===== src/rtl/dh_cal_stream.sv =====
// Streaming Dh calculator: per group of ROWS*COLS_PER_DH complex Hq samples,
// Dh = sum(re^2 + im^2) >> Q, saturated to N-bit signed, with valid/ready on both sides.
module dh_cal_stream #(
   parameter int unsigned Q           = 8,
   parameter int unsigned N           = 16,
   parameter int unsigned ROWS        = 4,
   parameter int unsigned COLS_PER_DH = 2,
   parameter int unsigned NUM_DH      = 16,
   parameter int unsigned ACC_W       = 2*N + 1 + $clog2(ROWS*COLS_PER_DH)
) (
   input  logic                      clk,
   input  logic                      rst,
   input  logic                      Dh_en,
   output logic                      in_ready,
   input  logic [N-1:0]              in_real,
   input  logic [N-1:0]              in_im,
   output logic [N-1:0]              Dh_out,
   output logic [$clog2(NUM_DH)-1:0] Dh_index,
   output logic                      Dh_result_valid,
   input  logic                      Dh_out_ready,
   output logic                      Dh_sat
);

   localparam int unsigned GRP   = ROWS * COLS_PER_DH;
   localparam int unsigned CNT_W = (GRP > 1) ? $clog2(GRP) : 1;
   localparam int unsigned P_W   = 2*N + 1;
   localparam int unsigned IDX_W = $clog2(NUM_DH);

   localparam logic [CNT_W-1:0] CNT_LAST = CNT_W'(GRP - 1);
   localparam logic [IDX_W-1:0] IDX_LAST = IDX_W'(NUM_DH - 1);
   localparam logic [ACC_W-1:0] SAT_MAX  = {{(ACC_W-N+1){1'b0}}, {(N-1){1'b1}}};

   logic [CNT_W-1:0]        cnt;
   logic                    s1_valid;
   logic                    s1_last;
   logic [P_W-1:0]          p;
   logic [ACC_W-1:0]        acc;

   logic signed [2*N-1:0]   rr_c;
   logic signed [2*N-1:0]   ii_c;
   logic [P_W-1:0]          p_c;
   logic [ACC_W-1:0]        sum_c;
   logic [ACC_W-1:0]        shr_c;
   logic                    sat_c;
   logic [N-1:0]            dh_c;
   logic                    stall_c;
   logic                    accept_c;
   logic                    load_c;
   logic                    xfer_c;
   logic                    wrap_c;

   // Datapath: squared magnitude, running sum and saturated Q-format result
   always_comb begin
      rr_c  = (2*N)'($signed(in_real)) * (2*N)'($signed(in_real));
      ii_c  = (2*N)'($signed(in_im)) * (2*N)'($signed(in_im));
      p_c   = P_W'($unsigned(rr_c)) + P_W'($unsigned(ii_c));
      sum_c = acc + ACC_W'(p);
      shr_c = sum_c >> Q;
      sat_c = (shr_c > SAT_MAX);
      dh_c  = sat_c ? N'(SAT_MAX) : N'(shr_c);
   end

   // Handshake: only a finished group waiting on a full output register stalls
   always_comb begin
      stall_c  = s1_valid & s1_last & Dh_result_valid & ~Dh_out_ready;
      in_ready = ~stall_c;
      accept_c = Dh_en & ~stall_c;
      load_c   = s1_valid & s1_last & ~stall_c;
      xfer_c   = Dh_result_valid & Dh_out_ready;
      wrap_c   = xfer_c & (Dh_index == IDX_LAST);
   end

   // Stage 1: per-sample power and group position
   always_ff @(posedge clk) begin
      if (rst) begin
         cnt      <= '0;
         s1_valid <= 1'b0;
         s1_last  <= 1'b0;
         p        <= '0;
      end else if (!stall_c) begin
         s1_valid <= accept_c;
         if (accept_c) begin
            p       <= p_c;
            s1_last <= (cnt == CNT_LAST);
            cnt     <= (cnt == CNT_LAST) ? '0 : cnt + CNT_W'(1);
         end
      end
   end

   // Stage 2: accumulate, publish result, track index and sticky saturation
   always_ff @(posedge clk) begin
      if (rst) begin
         acc             <= '0;
         Dh_out          <= '0;
         Dh_index        <= '0;
         Dh_result_valid <= 1'b0;
         Dh_sat          <= 1'b0;
      end else begin
         if (s1_valid && !s1_last) begin
            acc <= sum_c;
         end else if (load_c) begin
            acc <= '0;
         end

         if (load_c) begin
            Dh_out          <= dh_c;
            Dh_result_valid <= 1'b1;
         end else if (xfer_c) begin
            Dh_result_valid <= 1'b0;
         end

         if (xfer_c) begin
            Dh_index <= wrap_c ? '0 : Dh_index + IDX_W'(1);
         end

         Dh_sat <= (load_c & sat_c) | (Dh_sat & ~wrap_c);
      end
   end

endmodule


===== config.mk =====
export PLATFORM = sky130hd
export DESIGN_NAME = dh_cal_stream
export DESIGN_NICKNAME = d
export VERILOG_FILES = /design/src/rtl/dh_cal_stream.sv
export SDC_FILE = /design/constraint.sdc
export NUM_CORES = 1
export LEC_CHECK = 0
export ABC_AREA = 1
export CAP_MARGIN = 20
export CORE_ASPECT_RATIO = 0.5
export CORE_MARGIN = 2
export CORE_UTILIZATION = 47
export DETAILED_ROUTE_END_ITERATION = 8
export PLACE_DENSITY = 0.74
export REMOVE_ABC_BUFFERS = 1
export SLEW_MARGIN = 20
export SYNTH_ARGS = -nofsm -noshare
export SYNTH_HDL_FRONTEND = slang
export SYNTH_SLANG_ARGS = --single-unit

===== constraint.sdc =====
create_clock -name clk -period 11.3 [get_ports clk]
set_input_delay 2.825 -clock clk [delete_from_list [all_inputs] [get_ports clk]]
set_output_delay 2.825 -clock clk [all_outputs]
set_load 0.01 [all_outputs]

=== Word level (Yosys, flattened, before mapping) ===
Index checks and enable logic that the tools add are counted.
W data, S select, Z words.

* Reductions and logical operators: 5
* $add $sub $neg: 4
* Bitwise logic cells: 13
* Mux-type cells: 7
* Multipliers: 2
* $lt $le $gt $ge: 1
* Equal/unequal tests: 2

{| class="wikitable"
|+ Operator list
! cell !! count
|-
| $mux W36 || 2
|-
| $mul A16 B16 Y32 || 2
|-
| $add A36 B33 Y36 || 1
|-
| $add A32 B32 Y33 || 1
|-
| $gt A28 B15 Y1 const B || 1
|-
| $mux W16 || 1
|-
| $and A1 B1 Y1 || 9
|-
| $add A4 B1 Y4 const B || 1
|-
| $eq A4 B4 Y1 const B || 1
|-
| $mux W4 || 1
|-
| $reduce_bool A2 Y1 || 2
|-
| $add A3 B1 Y3 const B || 1
|-
| $eq A3 B3 Y1 const B || 1
|-
| $mux W3 || 1
|-
| $not A1 Y1 || 3
|-
| $mux W1 || 2
|-
| $reduce_and A2 Y1 || 1
|-
| $logic_and A1 B1 Y1 || 1
|-
| $logic_not A1 Y1 || 1
|-
| $or A1 B1 Y1 || 1
|}

* Output and inout port bits: 23
* Register bits: 96

=== Longest topological paths before layout ===
Gate-level depths: netlist (run 1).

* Depth in word-level cells: 7
* Depth in mapped cells: 38
* Depth with buffers taken out: 37

=== Worst setup path after synthesis (run 1) ===
OpenSTA, ideal clock, no wires.

* Path kind: input -> register
* Start point: in in_real[2]
* End point: reg p[27]
* Library setup time: 56 ps
* Buffers on the path: 2
* Path slack: 1901 ps
* Cell stages on the path: 31
* Data required time: 11244 ps
* Data arrival time: 9344 ps
* Cells stage by stage: clkbuf_1 -> clkbuf_1 -> nand2_1 -> fa_1 -> fa_1 -> fa_1 -> inv_1 -> fa_1 -> fa_1 -> inv_1 -> fa_1 -> inv_1 -> ha_1 -> a21o_1 -> a21boi_0 -> o21ai_0 -> a21oi_1 -> o21ai_0 -> nand3_1 -> nand2_1 -> xor2_1 -> ha_1 -> nand2_1 -> nor3_1 -> nand3_1 -> nand3_1 -> nand2_1 -> a21oi_1 -> nor2_1 -> a21o_1 -> inv_1

* Longest elaborated chain between the ends: 2

{| class="wikitable"
|+ RTL lines
! element !! RTL line !! text
|-
| start, declared || 15 || <nowiki>input logic [N-1:0] in_real,</nowiki>
|-
| $mul A16 B16 Y32 || 54 || <nowiki>rr_c = (2*N)'($signed(in_real)) * (2*N)'($signed(in_real));</nowiki>
|-
| $add A32 B32 Y33 || 56 || <nowiki>p_c = P_W'($unsigned(rr_c)) + P_W'($unsigned(ii_c));</nowiki>
|-
| end signal, assigned || 83 || <nowiki>p <= p_c;</nowiki>
|-
| end, declared || 36 || <nowiki>logic [P_W-1:0] p;</nowiki>
|}

No other way between the ends.
A chain may end at the register's enable or synchronous reset.

=== Worst setup path in the final report (run 1) ===
* Start point: in in_im[2]
* End point: reg p[32]

* Longest elaborated chain between the ends: 2

{| class="wikitable"
|+ RTL lines
! element !! RTL line !! text
|-
| start, declared || 16 || <nowiki>input logic [N-1:0] in_im,</nowiki>
|-
| $mul A16 B16 Y32 || 55 || <nowiki>ii_c = (2*N)'($signed(in_im)) * (2*N)'($signed(in_im));</nowiki>
|-
| $add A32 B32 Y33 || 56 ||
|}

No other way between the ends.

==> reports/metrics.yaml, run 1 <==
status: "finished clean"
drt_iter0_drc: 1405
globalRoute.busiestLayer: "met2"
postSynthAreaPerCell_sq_um: 7.47
diodes: 0
hold_violations: 0
finalCritPeriodShare_pct: 95.7
postCtsSetupBuffers: 0
synth_top_area_share_pct: 36.4
synth_seq_cells: 96
cts-resized-gates: 0
slew_viol_final: 0
ys_warn_count: 0
placed_cells: 4269
drive_gt1_share_pct: 3.17
hp-class: "register to register"
met2_usage_pct: 38.3
worst-endpoint-required_ps: 11520
root_buffer: "clkbuf_16"
initial_core_util_pct: 47.4
dr_total_vias: 21300
h-tree-depth: 3
numClockSinks: 96
cts_tree: "built"
clkLatencyLatePin_ps: 360
synth.largest_area_cell: "fa_1"
rsz0062_at_grt: "false"
cts_made_buffers: 9
finClkSkew_ps: 13.3
max_freq_mhz: 92.5
area_growth_pct: 6.50
synthCells: 3514
route.detailed.drc: 0
io_buffers: 58
use_met1_pct: 30.5
ys_seq_area_share_pct: 7.32
ctsLongestPathBuffers: 2
synth_cell_types: 42
grt_pass1_wl_um: 105000
cpLargestDelayFamily: "adder cells"
crit_arrival_ps: 11040
fin_crit_ps: 10820
max_slew_margin_pct: 38.0
std_cell_rows: 61
clkTransAtPathRegs_ps: 80
critPathMaxFanout: 12
cts-hold-fix-buffers: 0
die_h_um: 171
cap_violations: 0
via_per_inst: 4.98
setup_viol: 0
grt-ovfl-total: 0
critPathBufInv: 5
crit_path_end_kind: "register"
slowest_delay_ps: 790
nets: 4279
finalSetupTns_ps: 0
grt.total_usage_pct: 22.2
gp_congestion: 0.963
fin_cells: 4285
hpwlAfterDp_um: 54800
critPathLaunchType: "input pin"
core-area_sq_mm: 0.0553
grt_pass1_vias: 22000
grt_max_degree: 47
io_pins: 59
synth.top_cells.by_area: "fa_1, inv_1, ha_1, nand2_1, dfxtp_1"
syn_area_sq_mm: 0.0262
crit_type: "input pin to register"
finalWirelength_um: 62200
antenna_found_initial: 0
crit_slowest_cell: "clkdlybuf4s50_1"
firstDrtPassIters: 5
die_w_um: 338
post_drt_wl_per_cell_um: 14.5
antenna_left: 0
use_met3_pct: 2.66
dieArea_sq_mm: 0.0579
worst_pin_slew_ps: 920
==> layer usage <==
layer / up-vias / share of wire (%) / routed length [um]
met5: - / 0 / 0
met4: 0 / 1.4 / 879
met3: 69 / 6.3 / 3920
met2: 561 / 47 / 29300
met1: 10400 / 45 / 28200
li1: 10300 / - / -
==> synth_stat cells (all sizes together) <==
cell type  instances
inv              976
nand2            750
fa               477
nor2             272
ha               242
a21oi            177
dfxtp             96
o21ai             96
nand3             92
clkbuf            86
xor2              82
xnor2             36
nor3              26
o21bai            19
a21o              13
nand4             13
o211ai             8
a21boi             7
o21a               7
a31oi              6
clkinv             6
buf                5
nand3b             4
or2                4
a31o               3
nor4               2
o221ai             2
a211oi             1
a221oi             1
and2               1
nor2b              1
o2111ai            1
o221a              1
o31ai              1
==> sequential cells by signal, indices dropped and copies added (netlist names) <==
| name | flops |
|---|---|
| Dh_index | 4 |
| Dh_out | 16 |
| Dh_result_valid | 1 |
| Dh_sat | 1 |
| acc | 36 |
| cnt | 3 |
| p | 33 |
| s1_last | 1 |
| s1_valid | 1 |
==> cell usage in the layout (no fill, tap or decap), types with 9 or more instances in the layout <==
| master | synthesis | layout |
|---|---|---|
| xor2_1 | 82 | 82 |
| nand3_1 | 78 | 78 |
| buf_4 | 0 | 32 |
| inv_1 | 970 | 970 |
| ha_1 | 242 | 242 |
| clkdlybuf4s50_1 | 0 | 57 |
| nor2_2 | 13 | 14 |
| nand2_1 | 737 | 737 |
| nand3_2 | 14 | 14 |
| nor2_1 | 256 | 254 |
| nand4_1 | 13 | 13 |
| o21bai_1 | 19 | 19 |
| xnor2_1 | 36 | 36 |
| a21o_1 | 13 | 13 |
| nor3_1 | 24 | 24 |
| o21ai_0 | 96 | 96 |
| clkbuf_16 | 0 | 9 |
| a21oi_1 | 175 | 175 |
| fa_1 | 477 | 477 |
| nand2_2 | 13 | 13 |
| dfxtp_1 | 96 | 96 |
==> worst paths after layout <==
path         startpoint    endpoint  slack (ps)  cells past startpoint
min reg2reg  Dh_out[15]  Dh_out[15]         440                      2
max            in_im[2]       p[32]         480                     30
max reg2reg        p[0]   Dh_out[3]        8320                     18
min          Dh_out[15]  Dh_out[15]         440                      2
==> metrics by stage <==
step           setup WS, ps  hold slack (ps)  utilization (%)  cell area, sq um
2_1_floorplan          2180              439                -             25900
3_3_place_gp            456              430             50.0             27700
3_5_place_dp            400              434             50.0             27700
4_1_cts                 757              446             50.5             27900
5_1_grt                77.1              453             50.5             27900
6_report                484              445             50.5             27900
==> worst reg2reg max path, cell delays in order (launching register included) <==
cell and delay, ps:
dfxtp_1 320, ha_1 270, fa_1 470, nand3_1 130
nand3_2 100, nand2_1 90, nand2_2 90, nand2_1 90
nand2_2 80, nand2_1 110, nand2_1 60, nand2_1 60
nand2_1 80, nor2_1 110, nand2_1 90, nor2_4 430
nand3_1 180, nand2_1 90, inv_1 40
==> kinds of logic (layout without fill, tap and decap cells) <==
family	after synthesis	after routing	share of synthesized area [%]
buffers and inverters	1073	1088	15.4
adder cells (fa/ha/maj)	719	719	47.9
AO/OA/AOI/OAI	343	343	7.26
flip-flops	96	96	7.32
AND/OR/NAND/NOR	1165	1165	18.1
XOR/XNOR	118	118	3.94
==> area by class of cell <==
cell class	instances	area, sq um
Clock buffer	9	225
Clock inverter	7	73.8
Fill cell	5320	27400
Inverter	982	3690
Multi-Input combinational cell	2345	20300
Sequential cell	96	1920
Tap cell	756	946
Timing Repair Buffer	90	816
Power of run 1 is left out: the tool's default activity adds up to more than one toggle a clock period on the data nets, which glitch-free logic cannot reach.
==> run 2: changes to the inputs <==
==> constraint.sdc (replaced) <==
create_clock -name clk -period 12.4 [get_ports clk]
set_input_delay 3.1 -clock clk [delete_from_list [all_inputs] [get_ports clk]]
set_output_delay 3.1 -clock clk [all_outputs]
set_load 0.01 [all_outputs]
==> run 2 against run 1 <==
Design area shrank 0.40%. Non-clock buffer count fell by 15. Core utilization down 0.20 points. Register-to-register slack gained 1100 ps. Critical path depth is 2 lower. Sequential share of layout area is essentially flat. Routed wire length shrank 0.18%. Critical path type unchanged. Largest cell class unchanged.
==> reports/metrics.yaml, run 2 (same netlist as run 1, synthesis figures left out) <==
status: "finished clean"  # unchanged
use_met1_pct: 31.6  # was 30.5%
io_buffers: 58  # unchanged
hpwlAfterDp_um: 54300  # was 54,800 um
most-common-layout-cells: "inv_1, nand2_1, fa_1"  # unchanged
final_common_cell: "inv_1"  # unchanged
area_growth_pct: 6.07  # was 6.50%
finalCritPeriodShare_pct: 88.0
worst-r2r-cell-count: 18  # unchanged
critPathBufInv: 8  # was 5
crit_path_end_kind: "register"  # unchanged
initial_core_util_pct: 47.4  # unchanged
cts-hold-fix-buffers: 0  # unchanged
fin_area_sq_mm: 0.0278  # was 0.0279 sq mm
regMostFlops: "acc"  # unchanged
slew_viol_final: 0  # unchanged
antenna_found_initial: 1  # was 0
die_w_um: 338  # unchanged
drive_gt1_share_pct: 2.76  # was 3.17%
rsz0062_at_grt: "false"  # unchanged
route.detailed.drc: 0  # unchanged
globalRoute.busiestLayer: "met2"  # unchanged
crit_arrival_ps: 11180  # was 11,040 ps
cpLargestDelayFamily: "adder cells"  # unchanged
clkTransAtPathRegs_ps: 80  # about the same
cts_tree: "built"  # unchanged
use_met3_pct: 2.12  # was 2.66%
std_cell_rows: 61  # unchanged
die_h_um: 171  # unchanged
firstDrtPassIters: 5  # unchanged
hold_violations: 0  # unchanged
r2r_setup_slack_ps: 9430  # was 8320 ps
cap_violations: 0  # unchanged
core-area_sq_mm: 0.0553  # unchanged
crit_type: "input pin to register"  # unchanged
setup_viol: 0  # unchanged
finalWirelength_um: 62100  # was 62,200 um
io_pins: 59  # unchanged
postCtsSetupBuffers: 0  # unchanged
root_buffer: "clkbuf_16"  # unchanged
worst_pin_slew_ps: 883  # was 920 ps
dr_total_vias: 21200  # was 21,300
grt_pass1_wl_um: 106000  # was 105,000 um
ctsLongestPathBuffers: 2  # unchanged
largest_reg_flops: 36  # unchanged
hp-class: "register to register"  # unchanged
cp.depth: 28  # was 30
critPathMaxFanout: 17  # was 12
grt_pass1_vias: 21900  # was 22,000
dieArea_sq_mm: 0.0579  # unchanged
drt_iter0_drc: 1554  # was 1,405
h-tree-depth: 3  # unchanged
finalSetupTns_ps: 0  # unchanged
antenna_left: 0  # unchanged
nets: 4264  # was 4,279
reg.largest.list: "acc (36), p (33), Dh_out (16)"  # unchanged
cts_made_buffers: 9  # unchanged
max_freq_mhz: 91.6
met2_usage_pct: 38.0  # was 38.3%
finClkSkew_ps: 14.2  # was 13.3 ps
clkLatencyLatePin_ps: 360  # about the same
via_per_inst: 4.97  # was 4.98
cts-resized-gates: 0  # unchanged
hold_depth: 2  # unchanged
crit_slowest_cell: "clkdlybuf4s50_1"  # unchanged
slowest_delay_ps: 790  # about the same
grt.total_usage_pct: 22.4  # was 22.2%
worst-endpoint-required_ps: 12660  # was 11,520 ps
grt-ovfl-total: 0  # unchanged
gp_congestion: 0.994  # was 0.963
fill_cells: 5320  # unchanged
numClockSinks: 96  # unchanged
critPathLaunchType: "input pin"  # unchanged
post_drt_wl_per_cell_um: 14.5  # about the same
fin_crit_ps: 10920
max_slew_margin_pct: 41.0  # was 38.0%
dpl_cell_area_sq_mm: 0.0275  # was 0.0277 sq mm
cpMostUsedCell: "inv_1"
grt_max_degree: 47  # unchanged
diodes: 0  # unchanged
-- run 2: cell count changes in the layout (fill, tap and decap cells not counted) --
| cell | previous run | this run |
|---|---|---|
| buf_4 | 32 | 17 |
-- run 2: metal layers --
layer  routed length (um)  up-vias
met5                    0        -
met4                  879        0
met3                 3730       63
met2                28800      550
met1                28700    10300
li1                     -    10300
-- run 2: final cells by class --
type                    count  area [sq um]  area share (%)
multi-input cells        2345         20300            72.9
inverters                 982          3690            13.2
flip-flops and latches     96          1920            6.90
well taps                 756           946            3.40
repair buffers             75           703            2.53
clock buffers               9           225           0.809
clock inverters             7          73.8           0.265
-- run 2: path summary, 6_finish.rpt --
kind              startpoint          to
setup / recovery  in_real[1]       p[31]
hold / removal    Dh_out[15]  Dh_out[15]
setup reg to reg        p[0]   Dh_out[3]
hold reg to reg   Dh_out[15]  Dh_out[15]
-- run 2: worst min-delay path, stage by stage (launching register included) --
cell and delay, ps:
dfxtp_1 320, nand2_1 60, nor2_1 30
-- run 2: metrics by stage --
| stage | hold slack [ps] | worst slack [ps] | cells | util [%] |
|---|---|---|---|---|
| floorplan | 439 | 3000 | 3423 | - |
| global placement | 430 | 1270 | 4254 | 49.8 |
| detailed placement | 434 | 1230 | 4254 | 49.8 |
| CTS | 446 | 1580 | 4270 | 50.3 |
| global route | 456 | 1000 | 4270 | 50.3 |
| finish | 444 | 1480 | 4270 | 50.3 |
Power of run 2 is left out for the same reason.
==> run 3: changes to the inputs <==
--- a/config.mk
+++ b/config.mk
@@ -8,7 +8,7 @@
 export ABC_AREA = 1
 export CAP_MARGIN = 20
 export CORE_ASPECT_RATIO = 0.5
-export CORE_MARGIN = 2
+export CORE_MARGIN = 4
 export CORE_UTILIZATION = 47
 export DETAILED_ROUTE_END_ITERATION = 8
 export PLACE_DENSITY = 0.74
==> run 3 against run 2 <==
First-iteration DRC count decreased by 5.1%. Clock-buffer cell count unchanged. Register-to-register slack about the same. Critical path depth increased by 3. Critical endpoint unchanged.
==> reports/metrics.yaml, run 3 (same netlist as run 1, synthesis figures left out) <==
status: "finished clean"  # unchanged
diodes: 0  # unchanged
critPathLaunchType: "input pin"  # unchanged
cts-resized-gates: 0  # unchanged
hold_violations: 0  # unchanged
finClkSkew_ps: 14.1  # was 14.2 ps
setup_viol: 0  # unchanged
grt_max_degree: 47  # unchanged
io_pins: 59  # unchanged
fin_crit_ps: 10860  # was 10,920 ps
area_growth_pct: 6.16  # was 6.07%
nets: 4267  # was 4,264
crit_path_end_kind: "register"  # unchanged
grt.total_usage_pct: 21.6  # was 22.4%
root_buffer: "clkbuf_16"  # unchanged
finalCritPeriodShare_pct: 87.6  # was 88.0%
die_w_um: 342  # was 338 um
place_ws_ps: 1250  # was 1230 ps
slew_viol_final: 0  # unchanged
cts_made_buffers: 9  # unchanged
most-common-layout-cells: "inv_1, nand2_1, fa_1"  # unchanged
max_freq_mhz: 92.1  # was 91.6 MHz
fill_cells: 5249  # was 5,320
fin_cells: 4261  # was 4,270
crit_slowest_cell: "clkdlybuf4s50_1"  # unchanged
firstDrtPassIters: 5  # unchanged
regMostFlops: "acc"  # unchanged
io_buffers: 58  # unchanged
gp_congestion: 0.964  # was 0.994
initial_core_util_pct: 48.1  # was 47.4%
cap_violations: 0  # unchanged
worst_pin_slew_ps: 917  # was 883 ps
h-tree-depth: 3  # unchanged
via_per_inst: 4.99  # was 4.97
final_common_cell: "inv_1"  # unchanged
std_cell_rows: 60  # was 61
dieArea_sq_mm: 0.0599  # was 0.0579 sq mm
reg.largest.list: "acc (36), p (33), Dh_out (16)"  # unchanged
die_h_um: 175  # was 171 um
cts_tree: "built"  # unchanged
ctsLongestPathBuffers: 2  # unchanged
largest_reg_flops: 36  # unchanged
clkLatencyLatePin_ps: 360  # about the same
slowest_delay_ps: 830  # was 790 ps
route.detailed.drc: 0  # unchanged
drt_iter0_drc: 1475  # was 1,554
antenna_left: 0  # unchanged
critPathMaxFanout: 17  # unchanged
finalSetupTns_ps: 0  # unchanged
crit_arrival_ps: 11120  # was 11,180 ps
core-area_sq_mm: 0.0545  # was 0.0553 sq mm
crit_start: "in_real[2]"  # was in_real[1]
grt_pass1_wl_um: 107000  # was 106,000 um
regToRegStartpoint: "acc[0]"  # was p[0]
fin_ws_ps: 1540  # was 1480 ps
numClockSinks: 96  # unchanged
worst-endpoint-required_ps: 12670  # was 12,660 ps
multi_input_area_sq_mm: 0.0203  # unchanged
final-seq-area_sq_mm: 0.00192  # unchanged
grt_pass1_vias: 22000  # was 21,900
placed_cells: 4245  # was 4,254
cts-hold-fix-buffers: 0  # unchanged
rsz0062_at_grt: "false"  # unchanged
finalWirelength_um: 62100  # about the same
postCtsSetupBuffers: 0  # unchanged
clkTransAtPathRegs_ps: 80  # about the same
post_drt_wl_per_cell_um: 14.6  # was 14.5 um
max_slew_margin_pct: 38.7  # was 41.0%
drive_gt1_share_pct: 2.84  # was 2.76%
antenna_found_initial: 0  # was 1
hp-class: "register to register"  # unchanged
hpwlAfterDp_um: 54500  # was 54,300 um
crit_type: "input pin to register"  # unchanged
dr_total_vias: 21300  # was 21,200
grt-ovfl-total: 0  # unchanged
hold_start: "Dh_out[15]"  # unchanged
-- run 3: cell types whose count changed in the layout (fill, tap and decap cells not counted) --
cell	delta
buf_4	+3
inv_6	+2
clkinv_4	-1
clkinv_8	+2
inv_8	-1
clkinvlp_4	-2
-- run 3: final timing paths --
check | endpoint | slack, ps | cells past startpoint
max | p[31] | 1540 | 31
min | Dh_out[15] | 460 | 2
max reg2reg | Dh_out[2] | 9430 | 18
min reg2reg | Dh_out[15] | 460 | 2
-- run 3: area by class of cell --
cell class | count | area share (%)
multi-input cells | 2345 | 72.8
inverters | 982 | 13.2
flip-flops and latches | 96 | 6.90
well taps | 744 | 3.34
repair buffers | 78 | 2.60
clock buffers | 9 | 0.808
clock inverters | 7 | 0.319
-- run 3: worst max-delay path, delay by kind of cell --
kind / cells / cell delay [ps]
adder cells (fa/ha/maj): 8 / 4030
AND/OR/NAND/NOR: 9 / 950
AO/OA/AOI/OAI: 7 / 1510
buffers and inverters: 6 / 1350
XOR/XNOR: 1 / 180
-- run 3: metal layers --
layer	vias up	wire length, um	global-route usage (%)
met2	561	28500	35.7
met4	0	1120	4.66
met5	-	0	0
met1	10300	29200	31.0
met3	74	3300	1.90
li1	10300	-	-
-- run 3: through the flow --
stage               util, %  cell area (sq um)  hold WS [ps]
floorplan                 -              25900           439
global placement       50.5              27500           425
detailed placement     50.5              27500           450
CTS                    51.1              27900           462
global route           51.1              27900           473
finish                 51.1              27900           460
Power of run 3 is left out for the same reason.
